## src/rtl/jtdsp16_do_ctrl.sv

```systemverilog
// Do-loop cache sequencer for the JTDSP16 ROM address unit: accepts do/redo,
// counts block offset and iterations. Define JTDSP16_DO_DEBUG_EN to expose the loop counters.
module jtdsp16_do_ctrl (
  input  logic        clk,
  input  logic        rst,
  input  logic        cen,
  input  logic        do_en,
  input  logic [10:0] do_data,
  input  logic        hold,
  output logic        do_start,
  output logic        do_redo,
  output logic        do_save,
  output logic        do_short,
  output logic [3:0]  do_pc,
  output logic        do_out,
  output logic        busy,
  output logic        no_int,
  output logic        nest_err,
  output logic [6:0]  debug_k,
  output logic [3:0]  debug_ni
);

  typedef enum logic {
    IDLE = 1'b0,
    RUN  = 1'b1
  } state_t;

  state_t      state_q;
  logic [3:0]  ni_q;
  logic [6:0]  k_q;
  logic [3:0]  pc_q;

  logic [3:0]  ni_in;
  logic [6:0]  k_in;
  logic        is_redo;
  logic [3:0]  ni_d;
  logic        idle;
  logic        issue;
  logic        accept;
  logic        step;
  logic        blk_end;
  logic        last_k;

  assign ni_in   = do_data[10:7];
  assign k_in    = do_data[6:0];
  assign is_redo = (ni_in == 4'd0);
  // A redo reuses the length stored by the last do.
  assign ni_d    = is_redo ? ni_q : ni_in;
  assign idle    = (state_q == IDLE);
  assign busy    = (state_q == RUN);

  // Combinational outputs are masked during reset so the block is silent immediately.
  assign issue   = !rst && cen && do_en && !hold;
  assign accept  = issue && idle && (ni_d != 4'd0) && (k_in != 7'd0);
  assign step    = !rst && cen && !hold && busy;
  assign blk_end = (pc_q == ni_q - 4'd1);
  assign last_k  = (k_q == 7'd1);

  assign do_start = accept;
  assign do_redo  = accept && is_redo;
  assign do_save  = accept && !is_redo;
  assign do_short = accept ? (ni_d == 4'd1) : (busy && (ni_q == 4'd1));
  assign do_pc    = pc_q;
  assign do_out   = step && blk_end && last_k;
  assign no_int   = busy || do_start;
  assign nest_err = issue && (busy ||
                    (idle && is_redo && (ni_q == 4'd0) && (k_in != 7'd0)));

  // NOTE: sequential state uses non-blocking assignments only; the async reset
  // clears the stored block length too, so a redo after reset is rejected.
  always_ff @(posedge clk or posedge rst) begin
    if (rst) begin
      state_q <= IDLE;
      ni_q    <= 4'd0;
      k_q     <= 7'd0;
      pc_q    <= 4'd0;
    end else if (cen && !hold) begin
      case (state_q)
        IDLE: begin
          if (accept) begin
            ni_q    <= ni_d;
            k_q     <= k_in;
            pc_q    <= 4'd0;
            state_q <= RUN;
          end
        end
        RUN: begin
          if (blk_end) begin
            pc_q <= 4'd0;
            if (last_k) begin
              k_q     <= 7'd0;
              state_q <= IDLE;
            end else begin
              k_q <= k_q - 7'd1;
            end
          end else begin
            pc_q <= pc_q + 4'd1;
          end
        end
        default: state_q <= IDLE;
      endcase
    end
  end

`ifdef JTDSP16_DO_DEBUG_EN
  assign debug_k  = k_q;
  assign debug_ni = ni_q;
`else
  assign debug_k  = 7'd0;
  assign debug_ni = 4'd0;
`endif

endmodule

```

## config.mk

```make
export PLATFORM = sky130hd
export DESIGN_NAME = jtdsp16_do_ctrl
export DESIGN_NICKNAME = d
export VERILOG_FILES = /design/src/rtl/jtdsp16_do_ctrl.sv
export SDC_FILE = /design/constraint.sdc
export NUM_CORES = 1
export LEC_CHECK = 0
export CORE_UTILIZATION = 50
export CTS_CLUSTER_DIAMETER = 50
export DETAILED_ROUTE_END_ITERATION = 10
export PLACE_DENSITY = 0.95
export SLEW_MARGIN = 20
export SYNTH_ARGS = -nofsm -noshare
export SYNTH_HDL_FRONTEND = slang
export SYNTH_SLANG_ARGS = --single-unit
export TNS_END_PERCENT = 1
```

## constraint.sdc

```tcl
create_clock -name clk -period 7.85 [get_ports clk]
set_input_delay 1.9625 -clock clk [delete_from_list [all_inputs] [get_ports clk]]
set_output_delay 1.9625 -clock clk [all_outputs]
set_load 0.005 [all_outputs]
```

==> key figures, run 1 <==
Cells and area
  – Share of cells above drive strength 1: 11.8%
  – Fill cell count: 196
  – Nets: 174
  – Diodes inserted: 0
  – Area grow syn2layout: 23.4%
  – Commonest non-fill, non-tap cell in the layout: clkdlybuf4s50_1
  – Most frequent cells in the layout: 27 x clkdlybuf4s50_1, 16 x dfrtp_1, 11 x conb_1
  – Finished Core Util: 67.3%

Yosys
  – Synthesized area per cell: 9.92 µm²
  – Syn. warnings: 0
  – Synth Cell Area: 1230 µm²
  – Top area cells in the synthesized netlist: dfrtp_1 33%, buf_4 6.7%, mux2_4 6.1%, a22o_1 5.7%, xnor2_1 5.7%
  – Share of flip-flops with an asynchronous set or reset: 100%
  – Synth top area share: 32.6%
  – Main synth FF type: dfrtp_1
  – Syn Inst Count: 124
  – #FFs+latches synth: 16
  – Unique masters post-synth: 41
  – Synth area leader: dfrtp_1
  – Sequential cell area fraction in the yosys report: 32.6%
  – Number of enable flip-flop cells after synthesis: 0

Timing
  – Final Hold Vio Count: 0
  – Slew @ Worst Pin: 635 ps
  – Relative max-transition margin: 57.6%
  – Setup TNS: 0 ps
  – RSZ-0062 raised after global routing: false
  – Count of final setup violators: 0
  – Layout Skew: 3.80 ps
  – Final worst-path cycle share: 79.4%
  – Slew Viols, Final: 0
  – Fmax: 0.160 GHz
  – Post-route minimum period: 6230 ps
  – Setup ws final: 1620 ps

Drt
  – Initial DRT Pass Iterations: 4
  – Post-Route WL: 2910 µm
  – Iteration-0 DRC Markers: 17
  – DR WL/cell: 16.2 µm
  – Post-DR vias/cell: 5.63
  – Antenna Nets Post-Route: 0
  – Vias: 1014
  – DRC Markers: 0

Power and ir drop
  – Combinational share of power: 47.4%
  – Internal power: 230 µW
  – Cell Pwr Density: 245 nW/µm²
  – Switching Share: 38.1%
  – Reg power frac: 37.5%
  – Max IR drop VDD: 0.000191 V
  – Net Sw Power: 142 µW
  – Clk pwr share: 15.1%
  – Leak pwr: 0.000658 µW

Critical path
  – CP required: 5890 ps
  – Setup crit start: rst
  – Worst R2R Setup Slack: 5530 ps
  – Crit-path max FO: 13
  – Critical R2R Launch: busy$_DFFE_PP0P_
  – R2R Path End: k_q[4]$_DFFE_PP0P_
  – Crit path to: do_save
  – Critical path class: in2out
  – Setup crit end kind: output port
  – Arr. time, crit path: 4270 ps
  – Worst r2r path cells: 5
  – CP Launch Type: primary input

Place
  – Setup WS pre-CTS: 1610 ps
  – GP Congestion: 0.853
  – Port-buffer cells: 27
  – Post-DP HPWL: 2230 µm

CTS
  – Clk buf depth: 2
  – Skew-Pair Late Insertion Delay: 300 ps
  – Clk slew on worst S/H paths: 90 ps
  – Clk sinks: 16
  – Post-CTS sizing: 0
  – Post-CTS Setup Inserts: 0
  – H-tree levels: 1
  – CTS tree: done
  – Root Buffer: clkbuf_4
  – Number of CTS-inserted buffers: 3
  – Hold-fix buffer count after cts: 0

Global routing
  – Grt met3 use: 5.56%
  – GRT busiest layer: met2
  – M2 GR Usage: 43.5%
  – GRT Util Overall: 24.0%
  – First-pass GRT wire length: 4640 µm
  – Largest net degree at the start of global routing: 17
  – M1 GR Usage: 28.1%
  – Vias in the first global route: 1005
  – GRT overflow: 0
  – Initial antenna violation count: 0

Flow run
  – Max-cap violations: 0

Floorplanning
  – Starting Density: 54.6%
  – Rows: 17
  – Die Ht: 51.6 µm
  – Die area: 2660 µm²
  – IO Count: 39
  – Core area: 2250 µm²
  – Die width: 51.6 µm

Outcome
  – Run status: complete, no violations

Worst hold path
  – Hold Crit Class: reg2reg
-- stage by stage --
stage | power (µW) | hold WS [ps] | instances | cell area, µm²
after CTS | 373 | 561 | 180 | 1520
after global routing | 396 | 593 | 180 | 1520
after detailed placement | 315 | 539 | 176 | 1480
after global placement | 303 | 540 | 176 | 1480
after floorplan | 264 | 508 | 134 | 1270
final | 372 | 555 | 180 | 1520
-- synth_stat cells, types with 2 or more instances --
cell type,instances
mux2i_1,3
nor2_1,10
or3_1,2
nand3_1,4
o31ai_1,2
nor2b_1,2
xor2_1,2
xnor2_1,8
mux2_4,5
dfrtp_1,16
a31oi_1,2
a21oi_1,2
ha_1,5
nor3_1,3
o2bb2ai_1,3
nand2_1,6
o21ai_0,3
buf_4,11
inv_1,6
a22o_1,8
-- kinds of logic after synthesis --
group	share of synthesized area, %
AND/OR/NAND/NOR	17.2
AO/OA/AOI/OAI	19.6
buffers and inverters	9.56
flip-flops	32.6
XOR/XNOR	7.12
multiplexers	8.55
adder cells (fa/ha/maj)	5.09
other	0.305
-- worst min-delay path by stage --
stage,cells past startpoint,startpoint,to,slack (ps)
floorplan,1,ni_q[1]$_DFFE_PP0P_,ni_q[1]$_DFFE_PP0P_,510
global placement,1,k_q[6]$_DFFE_PP0P_,k_q[6]$_DFFE_PP0P_,540
detailed placement,1,ni_q[3]$_DFFE_PP0P_,ni_q[3]$_DFFE_PP0P_,540
CTS,1,ni_q[3]$_DFFE_PP0P_,ni_q[3]$_DFFE_PP0P_,560
global route,1,ni_q[3]$_DFFE_PP0P_,ni_q[3]$_DFFE_PP0P_,590
finish,1,ni_q[3]$_DFFE_PP0P_,ni_q[3]$_DFFE_PP0P_,560
-- critical path, stage by stage --
cell and delay, ps:
clkdlybuf4s50_1 450, and4bb_2 330, o211ai_2 120, a41oi_2 510, o21ai_0 280, inv_1 110, clkdlybuf4s50_1 500
-- cell type report --
| class | count | area [µm²] | share of cell area [%] |
|---|---|---|---|
| Inverter | 7 | 26.3 | 1.73 |
| Clock buffer | 4 | 36.3 | 2.39 |
| Multi-Input combinational cell | 98 | 749 | 49.4 |
| Timing Repair Buffer | 27 | 270 | 17.8 |
| Sequential cell | 16 | 400 | 26.4 |
| Tap cell | 28 | 35.0 | 2.31 |
-- per-layer routing --
metal / vias to the layer above / part of all wire [%]
li1: 481 / -
met1: 500 / 41
met2: 31 / 55
met3: 2 / 3.8
met4: 0 / 0.38
met5: - / 0
-- state kept, by name, indices dropped and copies added, names as in the netlist --
signal and count:
k_q 7, do_pc 4, ni_q 4, busy 1
-- power groups by stage --
stage          clock [µW]  sequential, µW  combinational (µW)
2_1_floorplan           0             133                 131
3_3_place_gp            0             138                 165
3_5_place_dp            0             140                 175
4_1_cts              58.2             139                 177
5_1_grt              60.4             143                 193
6_report             56.3             139                 177
Note: power is estimated with default switching activity, not from simulation.
==> run 2: changes to the inputs <==
--- a/config.mk
+++ b/config.mk
@@ -5,10 +5,10 @@
 export SDC_FILE = /design/constraint.sdc
 export NUM_CORES = 1
 export LEC_CHECK = 0
-export CORE_UTILIZATION = 50
+export CORE_UTILIZATION = 42
 export CTS_CLUSTER_DIAMETER = 50
 export DETAILED_ROUTE_END_ITERATION = 10
-export PLACE_DENSITY = 0.95
+export PLACE_DENSITY = 0.87
 export SLEW_MARGIN = 20
 export SYNTH_ARGS = -nofsm -noshare
 export SYNTH_HDL_FRONTEND = slang
==> constraint.sdc (replaced) <==
create_clock -name clk -period 5.65 [get_ports clk]
set_input_delay 1.4125 -clock clk [delete_from_list [all_inputs] [get_ports clk]]
set_output_delay 1.4125 -clock clk [all_outputs]
set_load 0.005 [all_outputs]
==> run 2 against run 1 <==
Net effect: worst hold slack gained 14 ps; clock skew is 0.92 ps lower; sequential cell count is the same; sequential share of layout area down 0.065 points; global-route usage is 5.9 points lower; first-iteration DRC count grew 94%; wire length is 10% lower; utilization shrank 12 points; highest routed layer unchanged.
==> key figures, run 2 (synthesized netlist as in run 1, its figures left out) <==
Cells and area
  – Diodes inserted: 0 (unchanged)
  – Most frequent cells in the layout: 27 x clkdlybuf4s50_1, 16 x dfrtp_1, 11 x conb_1
  – Commonest non-fill, non-tap cell in the layout: clkdlybuf4s50_1
  – Area grow syn2layout: 23.7%
  – Finished Core Util: 55.2% (-12 points)
  – Share of cells above drive strength 1: 11.8% (unchanged)
  – Largest register FFs: 7 (unchanged)
  – Most flops, register: k_q
  – Nets: 174 (unchanged)

Floorplanning
  – Core area: 2760 µm² (+22%)
  – Die area: 3150 µm² (+18%)
  – IO Count: 39 (unchanged)
  – Die Ht: 56.1 µm (+8.8%)
  – Die width: 56.1 µm (+8.8%)
  – Rows: 19 (+2)
  – Starting Density: 44.6% (-9.9 points)

Drt
  – Antenna Nets Post-Route: 0 (unchanged)
  – Post-Route WL: 2610 µm (-10%)
  – Initial DRT Pass Iterations: 4 (unchanged)
  – Vias: 999 (-1.5%)
  – Iteration-0 DRC Markers: 33 (+16)
  – DR WL/cell: 14.3 µm (-12%)
  – DRC Markers: 0 (unchanged)
  – Post-DR vias/cell: 5.46 (-3.1%)

Critical path
  – Crit-path max FO: 13 (unchanged)
  – CP Launch Type: primary input
  – Critical path class: in2out
  – Setup crit end kind: output port
  – Arr. time, crit path: 3680 ps (-590 ps)
  – CP required: 4240 ps (-1650 ps)

Power and ir drop
  – Leak pwr: 0.000658 µW (unchanged)
  – Reg power frac: 37.4% (about the same)
  – Switching Share: 37.6% (-0.53 points)
  – Max IR drop VDD: 0.000255 V (+34%)
  – Total power: 513 µW (+38%)
  – Internal power: 320 µW (+39%)
  – Net Sw Power: 193 µW (+36%)
  – Combinational share of power: 47.4% (about the same)
  – Clk pwr share: 15.2% (about the same)
  – Cell Pwr Density: 337 nW/µm² (+38%)

Global routing
  – GRT busiest layer: met2
  – Initial antenna violation count: 0 (unchanged)
  – Grt met3 use: 6.51% (+0.96 points)
  – GRT overflow: 0 (unchanged)
  – GRT Util Overall: 18.1% (-5.9 points)
  – Vias in the first global route: 1027 (+2.2%)
  – M2 GR Usage: 31.1% (-12 points)
  – Largest net degree at the start of global routing: 17 (unchanged)
  – First-pass GRT wire length: 4440 µm (-4.3%)
  – M1 GR Usage: 21.4% (-6.7 points)

Place
  – GP Congestion: 0.913 (+7.0%)
  – Post-DP HPWL: 2000 µm (-10%)
  – Port-buffer cells: 27 (unchanged)
  – Setup WS pre-CTS: 519 ps (-1090 ps)

Timing
  – Layout Skew: 2.88 ps (-0.924 ps)
  – Slew @ Worst Pin: 619 ps (-15.9 ps)
  – Post-route minimum period: 5090 ps
  – Final worst-path cycle share: 90.1%
  – Slew Viols, Final: 0 (unchanged)
  – Setup ws final: 557 ps (-1060 ps)
  – Setup TNS: 0 ps (unchanged)
  – Hold WS: 569 ps (+13.5 ps)
  – Count of final setup violators: 0 (unchanged)
  – RSZ-0062 raised after global routing: false
  – Relative max-transition margin: 58.7% (+1.1 points)
  – Final Hold Vio Count: 0 (unchanged)
  – Fmax: 0.196 GHz

CTS
  – Root Buffer: clkbuf_4
  – Number of CTS-inserted buffers: 3 (unchanged)
  – Post-CTS sizing: 0 (unchanged)
  – Clk sinks: 16 (unchanged)
  – Post-CTS Setup Inserts: 0 (unchanged)
  – Skew-Pair Late Insertion Delay: 290 ps (about the same)
  – CTS tree: done
  – Clk buf depth: 2 (unchanged)
  – Clk slew on worst S/H paths: 100 ps (about the same)
  – Hold-fix buffer count after cts: 0 (unchanged)
  – H-tree levels: 1 (unchanged)

Outcome
  – Run status: complete, no violations

Worst hold path
  – Hold Crit Class: reg2reg

Flow run
  – Max-cap violations: 0 (unchanged)
==> run 2: path summary, 6_finish.rpt <==
| check | start | endpoint | slack [ps] | depth (start not counted) |
|---|---|---|---|---|
| worst max-delay path | hold | do_save | 560 | 7 |
| worst min-delay path | k_q[6]$_DFFE_PP0P_ | k_q[6]$_DFFE_PP0P_ | 570 | 1 |
| worst max register to register | busy$_DFFE_PP0P_ | k_q[4]$_DFFE_PP0P_ | 3370 | 5 |
| worst min register to register | k_q[6]$_DFFE_PP0P_ | k_q[6]$_DFFE_PP0P_ | 570 | 1 |
| max in group asynchronous | rst | ni_q[1]$_DFFE_PP0P_ | 3720 | 2 |
| min in group asynchronous | rst | k_q[6]$_DFFE_PP0P_ | 1530 | 2 |
==> run 2: layer usage <==
layer,part of all wire [%],vias to the layer above
li1,-,482
met1,42,483
met2,51,27
met3,5.7,7
met4,1.4,0
met5,0,-
==> run 2: power by group through the flow <==
stage | clock, µW | combinational [µW] | sequential, µW
after floorplan | 0 | 182 | 185
final | 77.9 | 243 | 192
after detailed placement | 0 | 243 | 193
after CTS | 80.7 | 246 | 191
after global placement | 0 | 231 | 191
after global routing | 85.3 | 266 | 198
==> run 2: final cells by class <==
cell class	count	area, µm²
clock buffers	4	36.3
flip-flops and latches	16	400
well taps	31	38.8
fillers	250	1240
multi-input cells	98	749
repair buffers	27	270
inverters	7	26.3
==> run 2: per-stage QoR <==
| stage | instances | cell area (µm²) |
|---|---|---|
| floorplan | 134 | 1270 |
| global placement | 179 | 1490 |
| detailed placement | 179 | 1490 |
| CTS | 183 | 1520 |
| global route | 183 | 1520 |
| finish | 183 | 1520 |
==> run 2: worst max-delay path, cell delays in order <==
cell	delay, ps
clkdlybuf4s50_1	430
and4bb_2	340
o211ai_2	120
a41oi_2	500
o21ai_0	280
inv_1	100
clkdlybuf4s50_1	500
